<file path="config.mk">
export PLATFORM = sky130hd
export DESIGN_NAME = bin2bcd_seq_flat
export DESIGN_NICKNAME = d
export VERILOG_FILES = /design/src/rtl/bin2bcd_pkg.sv /design/src/rtl/bin2bcd_seq_if.sv /design/src/rtl/bin2bcd_seq_digit_adj.sv /design/src/rtl/bin2bcd_seq.sv /design/src/flat_wrapper.sv
export SDC_FILE = /design/constraint.sdc
export NUM_CORES = 1
export LEC_CHECK = 0
export ABC_AREA = 1
export BUFFER_PORTS_ARGS = -buffer_cell sky130_fd_sc_hd__buf_2
export CAP_MARGIN = 20
export CORE_UTILIZATION = 51
export CTS_CLUSTER_DIAMETER = 200
export DETAILED_ROUTE_END_ITERATION = 10
export HOLD_SLACK_MARGIN = 0.08
export PLACE_DENSITY = 0.82
export SLEW_MARGIN = 30
export SYNTH_ARGS = -nofsm -noshare
export SYNTH_HDL_FRONTEND = slang
export SYNTH_HIERARCHICAL = 1
export SYNTH_SLANG_ARGS = --single-unit
</file>
<file path="constraint.sdc">
create_clock -name clk -period 1.2 [get_ports clk]
set_clock_uncertainty 0.1 [all_clocks]
set_input_delay 0.12 -clock clk [delete_from_list [all_inputs] [get_ports clk]]
set_output_delay 0.12 -clock clk [all_outputs]
set_load 0.03 [all_outputs]
</file>
<file path="src/rtl/bin2bcd_pkg.sv">
// ---------------------------------------------------------------------------
// bin2bcd_pkg
// Shared types and constants for the sequential binary-to-BCD converter.
//   state_t     : FSM encoding (IDLE / SHIFT / DONE)
//   ADJ_THRESH  : digit value at or above which the +3 adjust is applied
//   ADJ_ADD     : adjust amount
//   *_DEF       : default widths (8-bit product, 3 BCD digits)
// ---------------------------------------------------------------------------
package bin2bcd_pkg;

    localparam int BIN_W_DEF = 8;
    localparam int DIG_DEF   = 3;
    localparam int CNT_W_DEF = 4;

    localparam logic [3:0] ADJ_THRESH = 4'd5;
    localparam logic [3:0] ADJ_ADD    = 4'd3;

    typedef enum logic [1:0] {
        IDLE  = 2'b00,
        SHIFT = 2'b01,
        DONE  = 2'b10
    } state_t;

endpackage

</file>
<file path="src/rtl/bin2bcd_seq_if.sv">
// ---------------------------------------------------------------------------
// bin2bcd_seq_if
// Request/result bundle between the multiplier controller and the converter.
//   start   : conversion request (master -> slave)
//   bin_in  : binary value, sampled with start (master -> slave)
//   busy    : converter not idle (slave -> master)
//   done    : one-cycle completion pulse (slave -> master)
//   bcd_out : packed BCD result, ones digit in [3:0] (slave -> master)
//   blank   : leading-zero blank mask, only when BCD_LZB_EN is defined
// ---------------------------------------------------------------------------
interface bin2bcd_seq_if #(
    parameter int BIN_W = 8,
    parameter int DIG   = 3
);
    logic             start;
    logic [BIN_W-1:0] bin_in;
    logic             busy;
    logic             done;
    logic [4*DIG-1:0] bcd_out;
`ifdef BCD_LZB_EN
    logic [DIG-1:0]   blank;

    modport master (output start, bin_in, input busy, done, bcd_out, blank);
    modport slave  (input start, bin_in, output busy, done, bcd_out, blank);
`else
    modport master (output start, bin_in, input busy, done, bcd_out);
    modport slave  (input start, bin_in, output busy, done, bcd_out);
`endif
endinterface

</file>
<file path="src/rtl/bin2bcd_seq_digit_adj.sv">
// ---------------------------------------------------------------------------
// bcd_digit_adj
// Combinational double-dabble digit correction: digits >= 5 get +3 (mod 16)
// so that the following left shift carries correctly into the next digit.
//   i_digit : 4-bit BCD digit before adjust
//   o_digit : 4-bit digit after adjust
// ---------------------------------------------------------------------------
module bcd_digit_adj
    import bin2bcd_pkg::*;
(
    input  logic [3:0] i_digit,
    output logic [3:0] o_digit
);
    assign o_digit = (i_digit >= ADJ_THRESH) ? (i_digit + ADJ_ADD) : i_digit;
endmodule

</file>
<file path="src/rtl/bin2bcd_seq.sv">
// ---------------------------------------------------------------------------
// bin2bcd_seq
// Sequential shift-add-3 converter, one iteration per clock. Converts the
// multiplier product into packed BCD for the display stage.
//   clk   : clock, rising edge
//   reset : asynchronous, active-low; aborts any conversion in progress
//   bus   : bin2bcd_seq_if.slave (start, bin_in, busy, done, bcd_out[, blank])
// Optional feature macro: BCD_LZB_EN adds the registered leading-zero
// blank mask (blank[0] is never set so a zero value shows one "0").
//
// state | meaning
// ------+-----------------------------------------------------------
// IDLE  | waiting for start; loads bin_in into the scratch register
// SHIFT | BIN_W iterations of adjust-then-shift; result latched on last
// DONE  | one-cycle done pulse, start ignored, then back to IDLE
// ---------------------------------------------------------------------------
module bin2bcd_seq
    import bin2bcd_pkg::*;
#(
    parameter int BIN_W = BIN_W_DEF,
    parameter int DIG   = DIG_DEF,
    parameter int CNT_W = CNT_W_DEF
) (
    input  logic         clk,
    input  logic         reset,
    bin2bcd_seq_if.slave bus
);
    localparam int SCR_W = 4*DIG + BIN_W;

    state_t           r_state;
    state_t           w_state_nxt;
    logic [CNT_W-1:0] r_cnt;
    logic [SCR_W-1:0] r_scratch;
    logic [SCR_W-1:0] w_adj;
    logic [SCR_W-1:0] w_shifted;
    logic [4*DIG-1:0] w_adj_dig;
    logic [4*DIG-1:0] w_new_bcd;
    logic [4*DIG-1:0] r_bcd;
    logic             w_load;
    logic             w_step;
    logic             w_last;

    // Upper field holds the BCD digits; adjust them all in parallel.
    for (genvar g = 0; g < DIG; g++) begin : g_adj
        bcd_digit_adj u_adj (
            .i_digit (r_scratch[BIN_W + 4*g +: 4]),
            .o_digit (w_adj_dig[4*g +: 4])
        );
    end

    assign w_adj     = {w_adj_dig, r_scratch[BIN_W-1:0]};
    assign w_shifted = w_adj << 1;
    assign w_new_bcd = w_shifted[SCR_W-1:BIN_W];
    assign w_last    = (r_cnt == CNT_W'(BIN_W - 1));

    always_ff @(posedge clk or negedge reset) begin
        if (!reset) begin
            r_state <= IDLE;
        end else begin
            r_state <= w_state_nxt;
        end
    end

    always_comb begin
        w_state_nxt = IDLE;
        w_load      = 1'b0;
        w_step      = 1'b0;
        case (r_state)
            IDLE: begin
                if (bus.start) begin
                    w_load      = 1'b1;
                    w_state_nxt = SHIFT;
                end
            end
            SHIFT: begin
                w_step      = 1'b1;
                w_state_nxt = w_last ? DONE : SHIFT;
            end
            DONE:    w_state_nxt = IDLE;
            default: w_state_nxt = IDLE;
        endcase
    end

`ifdef BCD_LZB_EN
    logic [DIG-1:0] w_blank;
    logic [DIG-1:0] r_blank;

    // Walk down from the top digit; a digit blanks only while every digit
    // above it is also zero. The ones digit always shows.
    always_comb begin
        logic v_zero;
        w_blank = '0;
        v_zero  = 1'b1;
        for (int i = DIG - 1; i >= 1; i--) begin
            v_zero     = v_zero && (w_new_bcd[4*i +: 4] == 4'd0);
            w_blank[i] = v_zero;
        end
    end

    assign bus.blank = r_blank;
`endif

    always_ff @(posedge clk or negedge reset) begin
        if (!reset) begin
            r_cnt     <= '0;
            r_scratch <= '0;
            r_bcd     <= '0;
`ifdef BCD_LZB_EN
            r_blank   <= '0;
`endif
        end else if (w_load) begin
            r_cnt     <= '0;
            r_scratch <= {{(4*DIG){1'b0}}, bus.bin_in};
        end else if (w_step) begin
            r_cnt     <= r_cnt + 1'b1;
            r_scratch <= w_shifted;
            if (w_last) begin
                r_bcd   <= w_new_bcd;
`ifdef BCD_LZB_EN
                r_blank <= w_blank;
`endif
            end
        end
    end

    assign bus.busy    = (r_state != IDLE);
    assign bus.done    = (r_state == DONE);
    assign bus.bcd_out = r_bcd;

endmodule

</file>
<file path="src/flat_wrapper.sv">
// flat-port wrapper written by rule: the top's interface ports become plain ports
module bin2bcd_seq_flat import bin2bcd_pkg::*;
#(
    parameter int BIN_W = BIN_W_DEF,
    parameter int DIG   = DIG_DEF,
    parameter int CNT_W = CNT_W_DEF
)
  (clk, reset, bus_start, bus_bin_in, bus_busy, bus_done, bus_bcd_out);
  bin2bcd_seq_if #(.BIN_W(BIN_W), .DIG(DIG)) bus_i ();
  input  logic clk;
  input  logic reset;
  input wire logic [$bits(bus_i.start)-1:0] bus_start;
  input wire logic [$bits(bus_i.bin_in)-1:0] bus_bin_in;
  output wire logic [$bits(bus_i.busy)-1:0] bus_busy;
  output wire logic [$bits(bus_i.done)-1:0] bus_done;
  output wire logic [$bits(bus_i.bcd_out)-1:0] bus_bcd_out;
  assign bus_i.start = bus_start;
  assign bus_i.bin_in = bus_bin_in;
  assign bus_busy = bus_i.busy;
  assign bus_done = bus_i.done;
  assign bus_bcd_out = bus_i.bcd_out;
  bin2bcd_seq #(.BIN_W(BIN_W), .DIG(DIG), .CNT_W(CNT_W)) u_core (.clk(clk), .reset(reset), .bus(bus_i));
endmodule
</file>
# Yosys cells after proc, flatten, opt, wreduce, memory -nomap -nowiden
# Cells that the tools add are included.
# Widths: inputs -> output; s select.
word_totals:
  register_bits: 38
  input_bits: 11
op_classes:
  addsub: 4
  n_lt_le_gt_ge: 3
  n_eq_ne: 3
  mux: 13
  bitwise: 1
  n_reduce_logical: 4
op_table:
  columns: ["cell", "n"]
  rows:
  - ["$mux 20", 2]
  - ["$mux 4", 4]
  - ["$ge 4x3->1 const B", 3]
  - ["$add 4x2->4 const B", 2]
  - ["$add 4x1->4 const B", 1]
  - ["$eq 4x3->1 const B", 1]
  - ["$mux 1", 4]
  - ["$pmux 2 s2", 1]
  - ["$reduce_bool 2->1", 2]
  - ["$add 3x2->3 const B", 1]
  - ["$mux 3", 1]
  - ["$reduce_and 3->1", 1]
  - ["$eq 2x1->1 const B", 1]
  - ["$eq 2x2->1 const B", 1]
  - ["$logic_not 2->1", 1]
  - ["$mux 2", 1]
  - ["$not 1->1", 1]

# Logic depth before layout (Yosys ltp)
# Gate-level depths: netlist of run 1.
depth:
  depth_word: 4
  mapped_depth: 9

# By module
# The synthesis of run 1 kept the hierarchy.
by_module_without_submodules:
  columns: ["mod", "n_inst", "cells_each", "area_each_um2"]
  rows:
  - ["bin2bcd_seq", 1, 182, 1539.0]
  - ["bcd_digit_adj", 3, 23, 135.1]

# Worst setup path before layout of run 1
# No wires, ideal clock.
synth_path:
  path_type: "reg-to-reg"
  from: "reg u_core.r_scratch[8]"
  to: "reg u_core.r_scratch[10]"
  setup_time_ns: 0.117
  t_arrival_ns: 1.090
  required_ns: 0.983
  setup_slack_ns: -0.106
  stages_incl_launch_ff: 9
  period_less_slack_ns: 1.306
  path_cell_list: "dfrtp_1 > inv_1 > ha_1 > nor2_4 > nor2_4 > nand2_1 > o21ai_2 > nand2_1 > nand2_1"
synth_via:
  elab_chain_len: 4
synth_rtl:
  columns: ["element", "line_no", "text"]
  rows:
  - ["start, declared", "bin2bcd_seq.sv:33", "logic [SCR_W-1:0] r_scratch;"]
  - ["start signal, assigned", "bin2bcd_seq.sv:113", "r_scratch <= {{(4*DIG){1'b0}}, bus.bin_in};"]
  - ["start signal, assigned", "bin2bcd_seq.sv:116", "r_scratch <= w_shifted;"]
  - ["$add 4x2->4 or $ge 4x3->1 (tied branches)", "bin2bcd_seq_digit_adj.sv:14", "assign o_digit = (i_digit >= ADJ_THRESH) ? (i_digit + ADJ_ADD) : i_digit;"]
  - ["$mux 4 *", "bin2bcd_seq_digit_adj.sv:14", null]
  - ["via u_core.w_adj[9]", "bin2bcd_seq.sv:34", "logic [SCR_W-1:0] w_adj;"]
  - ["$mux 20 *", "bin2bcd_seq.sv:114", "end else if (w_step) begin"]
  - ["$mux 20 *", "bin2bcd_seq.sv:111", "end else if (w_load) begin"]
# Mark *: on every way through the listed nets, which the timed path passes. The rest lies on a longest branch. The select of a mux whose other input is x is not followed.
# A chain may end at the register's enable or synchronous reset.

# Final worst setup path of run 1
layout_path:
  from: "reg u_core.r_state[1]"
  to: "reg u_core.r_cnt[0]"
layout_via:
  elab_chain_len: 3
layout_rtl:
  columns: ["element", "line_no", "text"]
  rows:
  - ["start, declared", "bin2bcd_seq.sv:30", "state_t r_state;"]
  - ["start signal, assigned", "bin2bcd_seq.sv:60", "r_state <= w_state_nxt;"]
  - ["$eq 2x1->1 or $logic_not 2->1 (tied branches)", "bin2bcd_seq.sv:68", "case (r_state)"]
  - ["$mux 1", "bin2bcd_seq.sv:68", null]
  - ["$reduce_bool 2->1 (no source line) or $mux 4 (tied branches)", null, null]
  - ["end signal, assigned", "bin2bcd_seq.sv:115", "r_cnt <= r_cnt + 1'b1;"]
  - ["end, declared", "bin2bcd_seq.sv:32", "logic [CNT_W-1:0] r_cnt;"]
# Parallel ways exist; a longest one is shown, timed or not.

==> results of run 1 <==
==> how the worst max path moves through the flow <==
| stage | end | slack, ns | cells past startpoint |
|---|---|---|---|
| floorplan | u_core/r_scratch[10] | -0.05 | 9 |
| global placement | u_core/bus.bcd_out[2] | -0.09 | 8 |
| detailed placement | u_core/r_scratch[9] | -0.13 | 9 |
| CTS | u_core/r_scratch[9] | -0.15 | 9 |
| global route | u_core/r_cnt[0] | -0.25 | 5 |
| finish | u_core/r_cnt[0] | -0.19 | 5 |
==> final cells by class <==
cell class                      count  area [µm²]
Multi-Input combinational cell    181        1130
Clock buffer                        8         110
Sequential cell                    38         953
Fill cell                         198         571
Inverter                           21        83.8
Tap cell                           46        57.6
Timing Repair Buffer               66         567
==> power by group <==
| group | internal, mW | switching, mW | total (mW) | leakage, nW |
|---|---|---|---|---|
| combinational | 1.87 | 2.61 | 4.48 | 1.04 |
| clock | 0.580 | 0.444 | 1.02 | 0.0575 |
| sequential | 1.82 | 0.489 | 2.31 | 0.482 |
==> routing by layer <==
metal / vias up / share of wire [%] / global-route usage (%)
met5: - / 0 / 0
met4: 0 / 2.4 / 12.2
met3: 13 / 3.7 / 4.53
met2: 51 / 54 / 44.5
met1: 890 / 40 / 28.3
li1: 887 / - / -
==> state kept, by name, summed over array words and instances, names as in the netlist <==
register            cells
u_core/r_scratch       20
u_core/bus.bcd_out     12
u_core/r_cnt            4
u_core/r_state          2
==> repair_timing <==
item                                    in CTS  in global routing
hold buffers                                10                  0
endpoints found under the setup margin      30                 40
hold endpoints to repair                    46                  0
buffers inserted                             6                  6
pin swaps                                   40                 26
gates cloned                                 1                  2
resized for setup                           33                 57
==> critical path: stages (launching register included) <==
cell and delay, ns:
dfrtp_2 0.44, buf_6 0.13, nor2_4 0.23, buf_4 0.19, inv_1 0.07, a21oi_1 0.16
==> metrics by stage <==
stage | setup TNS [ns] | setup slack [ns]
detailed placement | -1.78 | -0.127
global route | -7.05 | -0.247
finish | -5.50 | -0.192
floorplan | -0.530 | -0.0532
global placement | -1.03 | -0.0860
CTS | -2.79 | -0.152
==> results by group, run 1 <==
Run
  • Max Cap Violations: 0

Setup path
  • Worst flop-to-flop path endpoint: u_core/r_cnt[0]
  • Worst Reg-to-Reg Cells: 5
  • Worst endpoint required time: around 1.3 ns
  • Reg2reg start: u_core/r_state[1]
  • CP arrival: around 1.5 ns
  • Critical Path Start Type: flip-flop
  • Critical Path Sink Type: flip-flop
  • Worst R2R Setup Slack: -0.19 ns
  • Critical Path Start: u_core/r_state[1]
  • Crit-path max FO: 6
  • Critical path class: flip-flop to flip-flop

Clocking
  • Htree depth: 2
  • TritonCTS buffer count: 5
  • Worst skew pair latency: 0.29 ns
  • CTS root buf: clkbuf_8
  • Clock Tree Buf Depth: 2
  • Reg clk slew, reported paths: 0.07 ns
  • CTS tree: built
  • Clock Sinks: 38

STA
  • Final period util: 116%
  • Max transition margin: between 70% and 80%
  • Setup WS post-layout: -0.192 ns
  • Fmax: around 0.7 GHz
  • Hold Fails Final Rpt: 0
  • Pins over their slew limit: 0
  • Endpoints failing setup: 40
  • Unrepaired setup endpoints after global routing: yes
  • Worst Tran Pin Value: ~0.3 ns
  • Final Critical Period: around 1.4 ns
  • Fin Hold WS: around 0.15 ns

Layout
  • Fin util: 83.5%
  • Final instance area: roughly 0.0029 mm²
  • Antenna Diode Count: 0
  • Area grow syn2layout: 51.1%
  • Share of layout cells above drive strength 1: between 40% and 50%
  • Leading cell type in the layout, fill and taps excluded: nand2_1
  • Most frequent cells in the layout: 91 x nand2_1, 36 x dfrtp_1, 24 x nand2_2
  • Final Instance Count excl. Fillers: 360
  • NumNets Final: approximately 330

Floorplan
  • Std-Cell Core Area: about 0.0035 mm²
  • Full die area: approximately 0.0040 mm²
  • Die width: roughly 63 µm
  • FP Rows: 21
  • Die H: roughly 63 µm
  • Starting density of the core: 55.3%
  • I/O Pins: 25

GRT
  • Vias in the first global route: roughly 1,800
  • Pin count of the biggest net entering global routing: 39
  • Global-route wire length before repair: between 7 and 8 mm
  • Total gr overflow: 0
  • Antenna violations before repair: 0
  • Gr usage total: between 20% and 30%

Place
  • GPL Wtd Cong: roughly 0.86
  • Dpl hpwl: 2.64 mm
  • Placed cell area: 0.00226 mm²
  • # placed instances: roughly 330
  • Port Buf Inserts: 24

Worst hold path
  • Sink of the worst hold path: u_core/r_state[0]
  • HP Class: primary input to flip-flop
  • Hold Path Depth: 3
  • Hold Path Origin: bus_start

Routing
  • DR pass1 iterations: 4
  • DRC Markers: 0
  • Routed vias/inst: about 5.1
  • Post-DRT Antenna Nets: 0
  • Starting DRT DRC Count: about 140
  • WL per Instance: roughly 15 µm
  • WL final: 5.23 mm
  • Vias: around 1,800

Power and ir drop
  • Power per Cell Area: between 2000 and 3000 mW/mm²
  • LEAKAGE: 1.58 nW
  • Total power: about 8 mW
  • Peak supply drop: 1370 µV

Run status
  • Outcome: finished with violations
  • Failing checks: negative setup slack

Yosys
  • Yosys Warn Count: 6
  • Mapped Cells: between 200 and 250
  • Post-Synthesis Net Count: roughly 260
  • Mapped cell area: 0.00192 mm²
  • Syn Area/Cell: approximately 7.8 µm²
Note: power is estimated with default switching activity, not from simulation.
==> run 2, diff against run 1 <==
- CORE_UTILIZATION: 51 -> 55
- PLACE_DENSITY: 0.82 -> 0.84
- clock period: 1.2 -> 1.7 ns (I/O delays scaled with it)
==> run 2 against run 1 <==
Against the previous run:
- the flow now finishes without violations
- largest power group unchanged
- worst setup slack improved by 0.32 ns
- worst hold slack improved by 0.043 ns
- critical path type unchanged
- sequential share of layout area increased by 8.8 points
- first-iteration DRC count decreased by 60%
- power decreased by 47%
- critical endpoint is now u_core/r_scratch[1]
- die area decreased by 7.0%
- clock-buffer cell count decreased by 2
- critical path depth unchanged
- cell count decreased by 7.5%
==> results by group, run 2 (synthesis gave the netlist of run 1 again) <==
Setup path
  • Worst flop-to-flop path endpoint: u_core/r_scratch[1]
  • Critical Path Max Stage Delay: 0.56 ns
  • Critical Path Sink Type: flip-flop
  • Worst Reg-to-Reg Cells: 5
  • Crit-path max FO: 3
  • Worst R2R Setup Slack: 0.13 ns
  • Reg2reg start: u_core/r_state[1]
  • Critical Path Start: u_core/r_state[1]
  • CP most frequent cell: nand2_1
  • Worst endpoint required time: around 1.9 ns
  • Crit path max-delay cell type: dlygate4sd3_1
  • Critical path class: flip-flop to flip-flop
  • Crit path cell chain: nor2_2 > nand3b_1 > dlygate4sd3_1 > nand2_1 > nand2_1
  • Critical Path Start Type: flip-flop
  • CP arrival: about 1.7 ns

Power and ir drop
  • Peak supply drop: between 900 and 1000 µV
  • NetSw: between 1.5 and 2 mW
  • Sequential power share: around 38%
  • Power per Cell Area: between 1500 and 2000 mW/mm²
  • LEAKAGE: roughly 1.3 nW
  • P_int: between 2 and 2.5 mW
  • Logic pwr share: between 40 and 50%
  • Switch share: ~47%
  • Clock power share: between 10 and 15%

Routing
  • Starting DRT DRC Count: between 50 and 60
  • WL per Instance: around 11 µm
  • DR pass1 iterations: 4
  • WL final: about 3.8 mm
  • Routed vias/inst: 4.87
  • Vias: about 1,600
  • Post-DRT Antenna Nets: 0
  • DRC Markers: 0

Floorplan
  • Std-Cell Core Area: around 0.0033 mm²
  • Die width: 61.1 µm
  • I/O Pins: 25
  • FP Rows: 21
  • Starting density of the core: about 57%
  • Die H: approximately 60 µm
  • Full die area: ~0.0037 mm²

Place
  • GPL Wtd Cong: around 0.81
  • # placed instances: 314
  • Port Buf Inserts: 24
  • Dpl hpwl: approximately 2.6 mm

Clocking
  • Reg clk slew, reported paths: 0.12 ns
  • Clock Sinks: 38
  • Clock Tree Buf Depth: 2
  • Htree depth: 2
  • CTS root buf: clkbuf_4
  • CTS tree: built
  • Postcts setup bufs: 0
  • TritonCTS buffer count: 5
  • Worst skew pair latency: roughly 0.35 ns

Run status
  • Outcome: finished, final reports clean

Layout
  • Area grow syn2layout: 18.9%
  • Leading cell type in the layout, fill and taps excluded: nand2_1
  • Filler cell count: 297
  • Antenna Diode Count: 0
  • Final Instance Count excl. Fillers: 333
  • Share of layout cells above drive strength 1: between 10% and 20%
  • Max FFs per register: 20
  • Most frequent cells in the layout: 123 x nand2_1, 38 x dfrtp_1, 24 x buf_2
  • Largest Register: u_core/r_scratch
  • NumNets Final: between 300 and 400

STA
  • Endpoints failing setup: 0
  • Final period util: between 90% and 100%
  • Setup TNS: 0 ns
  • Max transition margin: around 69%
  • Fmax: roughly 0.64 GHz
  • Hold Fails Final Rpt: 0
  • Pins over their slew limit: 0
  • Worst Tran Pin Value: approximately 0.47 ns
  • Unrepaired setup endpoints after global routing: no
  • Final Critical Period: roughly 1.6 ns

GRT
  • Gr usage total: between 20% and 30%
  • Pin count of the biggest net entering global routing: 25
  • Vias in the first global route: between 1,500 and 2,000
  • Total gr overflow: 0
  • Antenna violations before repair: 0
  • Global-route wire length before repair: 6.45 mm

Worst hold path
  • HP Class: primary input to async pin

Run
  • Max Cap Violations: 0
run 2: changes by cell type in the layout (fill, tap and decap cells not counted), moves of 6 or more:
cell	before	now
buf_4	19	3
buf_6	11	0
clkbuf_8	8	1
ha_1	0	7
inv_1	8	17
inv_2	11	4
nand2_1	91	123
nand2_2	24	3
nand2_4	11	0
nand3_1	3	9
nand3_2	6	0
o21ai_0	1	8
run 2: critical path, delay by kind of cell, from the launching register on:
kind / cells / cell delay, ns
buf+inv: 1 / 0.56
flops: 1 / 0.46
simple gates: 4 / 0.37
run 2: power by group through the flow:
stage          Clock, mW  Combinational (mW)  Sequential [mW]
3_3_place_gp           0                1.98             1.57
3_5_place_dp           0                2.05             1.58
5_1_grt            0.555                2.36             1.61
6_report           0.500                2.06             1.57
2_1_floorplan          0                1.40             1.73
4_1_cts            0.522                2.07             1.56
run 2: layout make-up:
type                       instances  area [µm²]  area share [%]
inverter                          21        78.8            3.46
timing repair buffer              39         273            12.0
sequential                        38         951            41.7
multi-input combinational        181         857            37.6
clock inverter                     2        12.5           0.549
tap                               46        57.6            2.52
clock buffer                       6        51.3            2.25
run 2: metal layers:
metal,global-route usage [%],up-vias,wire length (µm)
met1,29.1,766,1750
met5,0,-,0
met3,5.04,5,106
li1,-,828,-
met2,41.6,24,1850
met4,11.4,0,59
run 2: how the worst max path moves through the flow:
| stage | endpoint | slack (ns) | cells after the start |
|---|---|---|---|
| 2_1_floorplan | u_core/r_scratch[10] | 0.39 | 8 |
| 3_3_place_gp | u_core/r_scratch[13] | 0.30 | 8 |
| 6_report | u_core/r_scratch[1] | 0.13 | 5 |
| 5_1_grt | u_core/r_scratch[1] | 0.05 | 5 |
| 4_1_cts | u_core/r_scratch[1] | 0.09 | 5 |
| 3_5_place_dp | u_core/bus.bcd_out[6] | 0.27 | 8 |
run 2: through the flow:
stage                     hold slack (ns)  utilization (%)  total power, mW  setup slack (ns)  cell area (µm²)
after floorplan                    -0.226                -             3.13             0.394             1920
after global placement             0.0484             63.1             3.55             0.302             2100
after detailed placement           0.0557             63.1             3.62             0.269             2100
after CTS                           0.190             68.3             4.15            0.0926             2280
after global routing                0.240             68.4             4.52            0.0495             2280
final                               0.191             68.4             4.13             0.129             2280
run 2: timing repair:
action                                  4_1_cts  5_1_grt
endpoints found under the hold margin        47        0
gates resized for setup                       0        1
endpoints found under the setup margin        0        1
hold buffers                                 11        0
